## src/rtl/seg_scan6.sv

```systemverilog
// seg_scan6: six-digit multiplexed seven-segment driver for the stopwatch.
// Digits are snapshotted once per scan frame so a frame never mixes two counter
// values. Anodes, segments and the decimal point are active-low and registered.
module seg_scan6 #(
   parameter int SCAN_DIV = 50000,  // clocks per digit slot (>= 2)
   parameter int BLANK    = 16      // anode-off cycles at start of each slot (< SCAN_DIV)
) (
   input  logic       CLK,
   input  logic       reset,
   input  logic [3:0] ms_d,
   input  logic [3:0] ms_g,
   input  logic [3:0] second_d,
   input  logic [3:0] second_g,
   input  logic [3:0] minute_d,
   input  logic [3:0] minute_g,
   input  logic       blank_lz,
   output logic [5:0] an,
   output logic [6:0] seg,
   output logic       dp,
   output logic       frame_tick
);

   localparam int DW = (SCAN_DIV > 2) ? $clog2(SCAN_DIV) : 1;

   logic [DW-1:0]   div_q, div_d;
   logic [2:0]      idx_q, idx_d;
   logic [5:0][3:0] snap_q, snap_d;
   logic            load_pending_q;
   logic [5:0]      an_q, an_d;
   logic [6:0]      seg_q, seg_d;
   logic            dp_q, dp_d;
   logic            ft_q, ft_d;

   logic            wrap, load, active, lz_blank;
   logic [3:0]      cur;

   // Active-low decode; 10..15 show a dash (segment g only).
   function automatic logic [6:0] dec7(input logic [3:0] v);
      case (v)
         4'd0:    dec7 = 7'h40;
         4'd1:    dec7 = 7'h79;
         4'd2:    dec7 = 7'h24;
         4'd3:    dec7 = 7'h30;
         4'd4:    dec7 = 7'h19;
         4'd5:    dec7 = 7'h12;
         4'd6:    dec7 = 7'h02;
         4'd7:    dec7 = 7'h78;
         4'd8:    dec7 = 7'h00;
         4'd9:    dec7 = 7'h10;
         default: dec7 = 7'h3F;
      endcase
   endfunction

   // Next-state: divider/slot advance, snapshot load, and output decode of the
   // pre-edge state (outputs lag the scan state by one cycle).
   always_comb begin
      wrap   = (div_q == DW'(SCAN_DIV - 1));
      load   = load_pending_q || (wrap && (idx_q == 3'd5));
      div_d  = wrap ? '0 : div_q + 1'b1;
      idx_d  = idx_q;
      if (wrap) idx_d = (idx_q == 3'd5) ? 3'd0 : idx_q + 3'd1;
      snap_d = load ? {minute_g, minute_d, second_g, second_d, ms_g, ms_d} : snap_q;

      case (idx_q)
         3'd0:    cur = snap_q[0];
         3'd1:    cur = snap_q[1];
         3'd2:    cur = snap_q[2];
         3'd3:    cur = snap_q[3];
         3'd4:    cur = snap_q[4];
         3'd5:    cur = snap_q[5];
         default: cur = 4'd0;
      endcase

      // blank_lz is taken live; only the digit value comes from the snapshot
      lz_blank = (idx_q == 3'd5) && blank_lz && (snap_q[5] == 4'd0);
      active   = (div_q >= DW'(BLANK)) && !lz_blank;
      an_d     = active ? ~(6'b000001 << idx_q) : 6'h3F;
      seg_d    = dec7(cur);
      dp_d     = !(active && ((idx_q == 3'd2) || (idx_q == 3'd4)));
      ft_d     = load;
   end

   // State and output registers; reset returns everything immediately.
   always_ff @(posedge CLK or posedge reset) begin
      if (reset) begin
         div_q          <= '0;
         idx_q          <= 3'd0;
         snap_q         <= '0;
         load_pending_q <= 1'b1;
         an_q           <= 6'h3F;
         seg_q          <= 7'h7F;
         dp_q           <= 1'b1;
         ft_q           <= 1'b0;
      end else begin
         div_q          <= div_d;
         idx_q          <= idx_d;
         snap_q         <= snap_d;
         load_pending_q <= 1'b0;
         an_q           <= an_d;
         seg_q          <= seg_d;
         dp_q           <= dp_d;
         ft_q           <= ft_d;
      end
   end

   assign an         = an_q;
   assign seg        = seg_q;
   assign dp         = dp_q;
   assign frame_tick = ft_q;

endmodule

```

## config.mk

```make
export PLATFORM = sky130hd
export DESIGN_NAME = seg_scan6
export DESIGN_NICKNAME = d
export VERILOG_FILES = /design/src/rtl/seg_scan6.sv
export SDC_FILE = /design/constraint.sdc
export NUM_CORES = 1
export LEC_CHECK = 0
export CAP_MARGIN = 0
export CELL_PAD_IN_SITES_DETAIL_PLACEMENT = 0
export CELL_PAD_IN_SITES_GLOBAL_PLACEMENT = 2
export CORE_UTILIZATION = 36
export DETAILED_ROUTE_END_ITERATION = 10
export MAX_ROUTING_LAYER = met4
export PLACE_DENSITY_LB_ADDON = 0.1
export SLEW_MARGIN = 20
export SYNTH_ARGS = -nofsm -noshare
export SYNTH_HDL_FRONTEND = slang
export SYNTH_SLANG_ARGS = --single-unit
export TNS_END_PERCENT = 50
```

## constraint.sdc

```tcl
create_clock -name CLK -period 3.1 [get_ports CLK]
set_input_delay 0.62 -clock CLK [delete_from_list [all_inputs] [get_ports CLK]]
set_output_delay 0.62 -clock CLK [all_outputs]
set_load 0.03 [all_outputs]
```

==> results of run 1 <==
through the flow:
| step | hold slack [ns] | power [W] | setup WS (ns) | cell area (um2) | instances |
|---|---|---|---|---|---|
| global placement | 0.484 | 0.00110 | 0.744 | 3330 | 367 |
| finish | 0.487 | 0.00167 | 0.645 | 3500 | 383 |
| CTS | 0.492 | 0.00170 | 0.668 | 3500 | 383 |
| floorplan | 0.456 | 0.00101 | 0.747 | 2800 | 229 |
| global route | 0.513 | 0.00175 | 0.451 | 3500 | 383 |
| detailed placement | 0.483 | 0.00110 | 0.680 | 3330 | 367 |
registers in the layout, summed over array words and instances (netlist names):
name            flops
snap_q             24
div_q              16
seg                 7
an                  6
idx_q               3
dp                  1
frame_tick          1
load_pending_q      1
critical path, delay by kind of cell, from the launching register on:
kind | cells | cell delay [ns]
adder cells (fa/ha/maj) | 2 | 0.59
AO/OA/AOI/OAI | 2 | 0.77
flip-flops | 1 | 0.53
multiplexers | 2 | 0.36
buffers and inverters | 1 | 0.15
cells by family after synthesis:
logic type | Yosys count | synth area share
DFF | 59 | 0.534
adders and majority gates | 8 | 0.0358
xor gates and xnor gates | 14 | 0.0438
AOI/OAI and AO/OA | 24 | 0.0581
and+or+nand+nor | 73 | 0.143
buffers and inverters | 18 | 0.0317
other | 1 | 0.00134
muxes | 32 | 0.152
path summary, 6_finish.rpt:
kind                       slack [ns]  cells after the start        to     start
min                              0.49                      1  div_q[7]  div_q[7]
min reg2reg                      0.49                      1  div_q[7]  div_q[7]
max                              0.64                      7    seg[4]  idx_q[2]
min in group asynchronous        0.72                      2  idx_q[0]     reset
max reg2reg                      0.64                      7    seg[4]  idx_q[2]
max in group asynchronous        1.70                      3  div_q[4]     reset
cells in the final DEF (no fill, tap or decap), types with 4 or more instances in the layout:
cell type / n
nand2_1: 18
mux2i_1: 6
nor3_1: 4
nand3_1: 7
ha_1: 8
clkbuf_8: 10
inv_1: 9
o21ai_0: 6
nor2_1: 15
clkdlybuf4s50_1: 41
dfrtp_1: 44
xor2_1: 8
a21oi_1: 7
mux2_4: 19
xnor2_1: 6
mux2_2: 7
buf_4: 6
dfstp_2: 15
nand3b_1: 7
layout make-up:
cell class | instances | share of cell area
multi-input cells | 152 | 0.349
flip-flops and latches | 59 | 0.427
repair buffers | 47 | 0.130
clock inverters | 3 | 0.00429
inverters | 10 | 0.0107
well taps | 99 | 0.0354
clock buffers | 13 | 0.0426
layer usage:
layer  vias to the layer above  global-route usage
li1                        893                   -
met1                       857               0.223
met2                        49               0.195
met3                        10              0.0305
met4                         0              0.0847
met5                         -                   -
report_power, final:
part           internal (W)  switching (W)
combinational      0.000126       0.000105
clock              0.000308       0.000280
sequential         0.000829      0.0000266
total               0.00126       0.000411
==> insert_results.sql, run 1 <==
INSERT INTO impl_metrics (metric_group, metric, value, unit) VALUES
('status', 'run_status', 'finished clean', ''),
('yosys', 'yosys-top-cells-area', 'dfrtp_1 39%, dfstp_2 14%, mux2_4 10%', ''),
('yosys', 'synth.yosys.warnings', '0', ''),
('placement', 'buffer_ports.inserted', '41', ''),
('critical_path', 'cp_dominant_cell_by_count', 'ha_1', ''),
('yosys', 'netlist.top_cell.by_area', 'dfrtp_1', ''),
('detailed_routing', 'wl_met3', '229', 'um'),
('detailed_routing', 'drt_wl_total', '5370', 'um'),
('yosys', 'yosys_most_used_dff', 'dfrtp_1', ''),
('timing', 'unrepaired_setup_endpoints_after_global_routing', 'false', ''),
('layout', 'area_growth', '25.0', '%'),
('timing', 'post-route-min-period', '2.46', 'ns'),
('global_route', 'grt_pass1_wl', '9390', 'um'),
('floorplanning', 'die_area', '0.00813', 'mm2'),
('yosys', 'synthTopCellsByCount', '44 x dfrtp_1, 19 x mux2_4, 18 x nand2_1', ''),
('floorplanning', 'die_w', '90.2', 'um'),
('yosys', 'synthDominantCellAreaShare', '0.393', ''),
('hold_path', 'holdCritPathClass', 'reg -> reg', ''),
('cts', 'clkSlewWorstSetupHoldPaths', '0.06', 'ns'),
('yosys', 'synth-async-reset-ratio', '1.00', ''),
('flow_run', 'max-cap-violations', '0', ''),
('yosys', 'post_synth_num_cell_types', '41', ''),
('cts', 'clock-root-buffer', 'clkbuf_8', ''),
('floorplanning', 'core_area', '0.00737', 'mm2'),
('global_route', 'first_global_vias', '1830', ''),
('timing', 'clock_skew', '0.00969', 'ns'),
('detailed_routing', 'dr_total_vias', '1809', ''),
('yosys', 'postSynthAreaPerCell', '12.2', 'um2'),
('global_route', 'pin_count_of_the_biggest_net_entering_global_routing', '35', ''),
('timing', 'maxSlewHeadroom', '0.547', ''),
('critical_path', 'sort_of_element_at_the_start_of_the_critical_path', 'flip-flop', ''),
('critical_path', 'worstSetupPathType', 'reg -> reg', ''),
('detailed_routing', 'wl_met2', '2150', 'um'),
('yosys', 'synth_seq_area_share', '0.534', ''),
('timing', 'final.period_utilization', '0.792', ''),
('cts', 'numCtsBuffers', '9', ''),
('critical_path', 'path_cells', 'inv_1 -> ha_1 -> a22o_1 -> a211oi_1 -> ha_1 -> mux2i_1 -> mux2_2', ''),
('layout', 'layout.filler_cells', '712', ''),
('critical_path', 'timing.critical_path.arrival', '2.71', 'ns'),
('timing', 'timing_max_transition_violations_final', '0', ''),
('timing', 'timing.final.hold_violations', '0', ''),
('critical_path', 'critical_path.endpoint_type', 'flip-flop', ''),
('floorplanning', 'initial_utilization', '0.380', ''),
('cts', 'clock_path_buffers', '2', ''),
('yosys', 'synth_edf_count', '0', ''),
('detailed_routing', 'firstDrtPassIters', '4', ''),
('timing', 'highest_clock_frequency_the_design_can_meet', '407', 'MHz'),
('critical_path', 'critical-path-slowest-cell', 'dfrtp_1', ''),
('detailed_routing', 'route.top_layer_used', 'met4', ''),
('cts', 'postCtsSetupRepairBufs', '0', ''),
('cts', 'clk-insertion-delay-late', '0.33', 'ns'),
('layout', 'share_of_layout_cells_above_drive_strength_1', '0.232', ''),
('pwr', 'vdd_ir_drop_max', '0.000165', 'V'),
('floorplanning', 'die_height', '90.2', 'um'),
('global_route', 'globalRoute.totalOverflow', '0', ''),
('floorplanning', 'fp-row-count', '31', ''),
('layout', 'fin_nets', '314', ''),
('global_route', 'grt_antenna_before_repair', '0', ''),
('detailed_routing', 'avgViaCountPerCell', '4.72', ''),
('critical_path', 'cp_data_required_time', '3.36', 'ns'),
('floorplanning', 'num_io_pins', '42', ''),
('detailed_routing', 'number_of_drc_violations_after_detailed_routing_iteration_0', '44', ''),
('placement', 'place.detailed.hpwl', '3840', 'um'),
('critical_path', 'worst_path_largest_cell_delay', '0.53', 'ns'),
('detailed_routing', 'wl_per_cell', '14.0', 'um'),
('detailed_routing', 'wl_met1', '2870', 'um'),
('placement', 'routability_cong', '0.792', ''),
('pwr', 'power_density', '479', 'mW/mm2'),
('cts', 'htreeDepth', '3', ''),
('cts', 'clock_sink_total', '59', ''),
('yosys', 'synth.cell_area', '0.00280', 'mm2');
(Power assumes the default switching activity.)
==> run 2, diff against run 1 <==
==> constraint.sdc (replaced) <==
create_clock -name CLK -period 2.4 [get_ports CLK]
set_input_delay 0.48 -clock CLK [delete_from_list [all_inputs] [get_ports CLK]]
set_output_delay 0.48 -clock CLK [all_outputs]
set_load 0.03 [all_outputs]
==> insert_results.sql, run 2 (same netlist as run 1, synthesis figures left out) <==
INSERT INTO impl_metrics (metric_group, metric, value, unit) VALUES
('critical_path', 'worstSetupPathType', 'reg -> reg', ''),
('timing', 'clock_skew', '0.00812', 'ns'),
('pwr', 'seqPwrFrac', '0.468', ''),
('critical_path', 'timing.critical_path.arrival', '2.43', 'ns'),
('layout', 'layout.filler_cells', '693', ''),
('pwr', 'power.switching', '0.000558', 'W'),
('layout', 'share_of_layout_cells_above_drive_strength_1', '0.257', ''),
('detailed_routing', 'antenna_left', '0', ''),
('cts', 'clock_sink_total', '59', ''),
('cts', 'clock_path_buffers', '2', ''),
('cts', 'clk-insertion-delay-late', '0.33', 'ns'),
('critical_path', 'cp_max_fo', '25', ''),
('critical_path', 'reg2regPathDepth', '5', ''),
('pwr', 'vdd_ir_drop_max', '0.000290', 'V'),
('flow_run', 'max-cap-violations', '0', ''),
('timing', 'finalSetupViolations', '0', ''),
('global_route', 'grt_pass1_wl', '8880', 'um'),
('floorplanning', 'fp-row-count', '31', ''),
('detailed_routing', 'number_of_drc_violations_after_detailed_routing_iteration_0', '77', ''),
('detailed_routing', 'firstDrtPassIters', '4', ''),
('global_route', 'first_global_vias', '1759', ''),
('pwr', 'p_sw_frac', '0.237', ''),
('detailed_routing', 'avgViaCountPerCell', '4.67', ''),
('global_route', 'pin_count_of_the_biggest_net_entering_global_routing', '60', ''),
('pwr', 'power.internal', '0.00180', 'W'),
('timing', 'worst-slew-pin-transition', '1.01', 'ns'),
('cts', 'numCtsBuffers', '9', ''),
('layout', 'multiInputGateArea', '0.00123', 'mm2'),
('placement', 'dpl_worst_slack', '0.146', 'ns'),
('layout', 'final_common_cell', 'dfrtp_1', ''),
('timing', 'highest_clock_frequency_the_design_can_meet', '452', 'MHz'),
('pwr', 'p_leak', '1.59', 'nW'),
('layout', 'area_growth', '28.5', '%'),
('timing', 'final.period_utilization', '0.921', ''),
('timing', 'maxSlewHeadroom', '0.325', ''),
('layout', 'number_of_flip_flops_in_the_largest_register', '24', ''),
('cts', 'clock-root-buffer', 'clkbuf_8', ''),
('detailed_routing', 'wl_per_cell', '13.4', 'um'),
('global_route', 'grtUsageTotal', '0.145', ''),
('status', 'run_status', 'finished clean', ''),
('cts', 'htreeDepth', '3', ''),
('floorplanning', 'num_io_pins', '42', ''),
('hold_path', 'holdCritPathClass', 'reg -> reg', ''),
('global_route', 'grt_antenna_before_repair', '0', ''),
('timing', 'post-route-min-period', '2.21', 'ns'),
('global_route', 'globalRoute.totalOverflow', '0', ''),
('floorplanning', 'die_height', '90.2', 'um'),
('pwr', 'power_density', '656', 'mW/mm2'),
('critical_path', 'sort_of_element_at_the_start_of_the_critical_path', 'flip-flop', ''),
('timing', 'timing_max_transition_violations_final', '0', ''),
('detailed_routing', 'drt_wl_total', '5190', 'um'),
('detailed_routing', 'dr_total_vias', '1807', ''),
('pwr', 'clockPowerShare', '0.404', ''),
('placement', 'buffer_ports.inserted', '41', ''),
('critical_path', 'cp_data_required_time', '2.62', 'ns'),
('detailed_routing', 'drc_violation_count_after_routing', '0', ''),
('timing', 'layout_setup_ws', '0.190', 'ns'),
('timing', 'unrepaired_setup_endpoints_after_global_routing', 'false', ''),
('timing', 'setup_tns', '0', 'ns'),
('layout', 'mostFrequentLayoutCells', '44 x dfrtp_1, 41 x clkdlybuf4s50_1, 19 x mux2_4', ''),
('layout', 'fin_nets', '318', ''),
('cts', 'clkSlewWorstSetupHoldPaths', '0.07', 'ns'),
('layout', 'antenna_cells_inserted', '0', ''),
('pwr', 'power.combinational.fraction', '0.128', ''),
('floorplanning', 'initial_utilization', '0.380', ''),
('critical_path', 'critical_path.endpoint_type', 'flip-flop', ''),
('cts', 'clock_tree_from_tritoncts', 'yes', ''),
('hold_path', 'holdPathStages', '1', ''),
('floorplanning', 'die_w', '90.2', 'um'),
('placement', 'routability_cong', '0.770', ''),
('floorplanning', 'die_area', '0.00813', 'mm2'),
('layout', 'sequential_cell_area', '0.00150', 'mm2'),
('timing', 'timing.final.hold_violations', '0', ''),
('layout', 'regMostFlops', 'snap_q', ''),
('floorplanning', 'core_area', '0.00737', 'mm2'),
('placement', 'place.detailed.hpwl', '3650', 'um');
[run 2: cell count changes in the layout (fill, tap and decap cells not counted), sizes merged]
| cell | change |
|---|---|
| buf | +4 |
| bufinv | +1 |
| clkbuf | -1 |
| clkinv | -1 |
| clkinvlp | +1 |
[run 2: critical path, stage by stage (launching register included)]
cell and delay [ns]:
dfrtp_1 0.41, ha_1 0.23, nand3_1 0.16, nor4_4 0.08
a21oi_4 0.79, mux2_2 0.42
[run 2: layer usage]
layer  vias up  track usage  part of all wire
met5         -            -                 0
met4         0       0.0444             0.010
met3         6       0.0448             0.042
met2        42        0.190              0.40
met1       865        0.213              0.54
li1        894            -                 -
[run 2: repair_timing]
item	CTS	global route
resized for setup	0	1
buffers inserted	0	0
hold buffers	0	0
endpoints found under the setup margin	0	1
endpoints found under the hold margin	0	0
[run 2: layout make-up]
| class | count | share of cell area |
|---|---|---|
| Multi-Input combinational cell | 152 | 0.342 |
| Tap cell | 99 | 0.0344 |
| Clock buffer | 12 | 0.0459 |
| Timing Repair Buffer | 51 | 0.138 |
| Sequential cell | 59 | 0.416 |
| Clock inverter | 4 | 0.0132 |
| Inverter | 10 | 0.0104 |
[run 2: final timing paths]
check / startpoint / slack [ns] / endpoint
max: div_q[1] / 0.19 / snap_q[22]
min: div_q[10] / 0.49 / div_q[10]
max reg2reg: div_q[1] / 0.19 / snap_q[22]
min reg2reg: div_q[10] / 0.49 / div_q[10]
max in group asynchronous: reset / 1.57 / load_pending_q
min in group asynchronous: reset / 0.52 / div_q[14]
[run 2: stage by stage]
step | total power, W | hold WS, ns | instance area [um2] | std cells | util
floorplan | 0.00130 | 0.456 | 2800 | 229 | -
finish | 0.00236 | 0.488 | 3600 | 387 | 0.488
global route | 0.00246 | 0.521 | 3600 | 387 | 0.488
global placement | 0.00143 | 0.482 | 3380 | 371 | 0.458
CTS | 0.00239 | 0.491 | 3590 | 387 | 0.487
detailed placement | 0.00143 | 0.482 | 3380 | 371 | 0.458
[run 2: power by group through the flow]
| stage | Clock, W | Combinational, W | Sequential [W] |
|---|---|---|---|
| 2_1_floorplan | 0 | 0.000147 | 0.00115 |
| 3_3_place_gp | 0 | 0.000306 | 0.00112 |
| 3_5_place_dp | 0 | 0.000307 | 0.00112 |
| 4_1_cts | 0.000976 | 0.000307 | 0.00110 |
| 5_1_grt | 0.00102 | 0.000329 | 0.00111 |
| 6_report | 0.000952 | 0.000303 | 0.00110 |
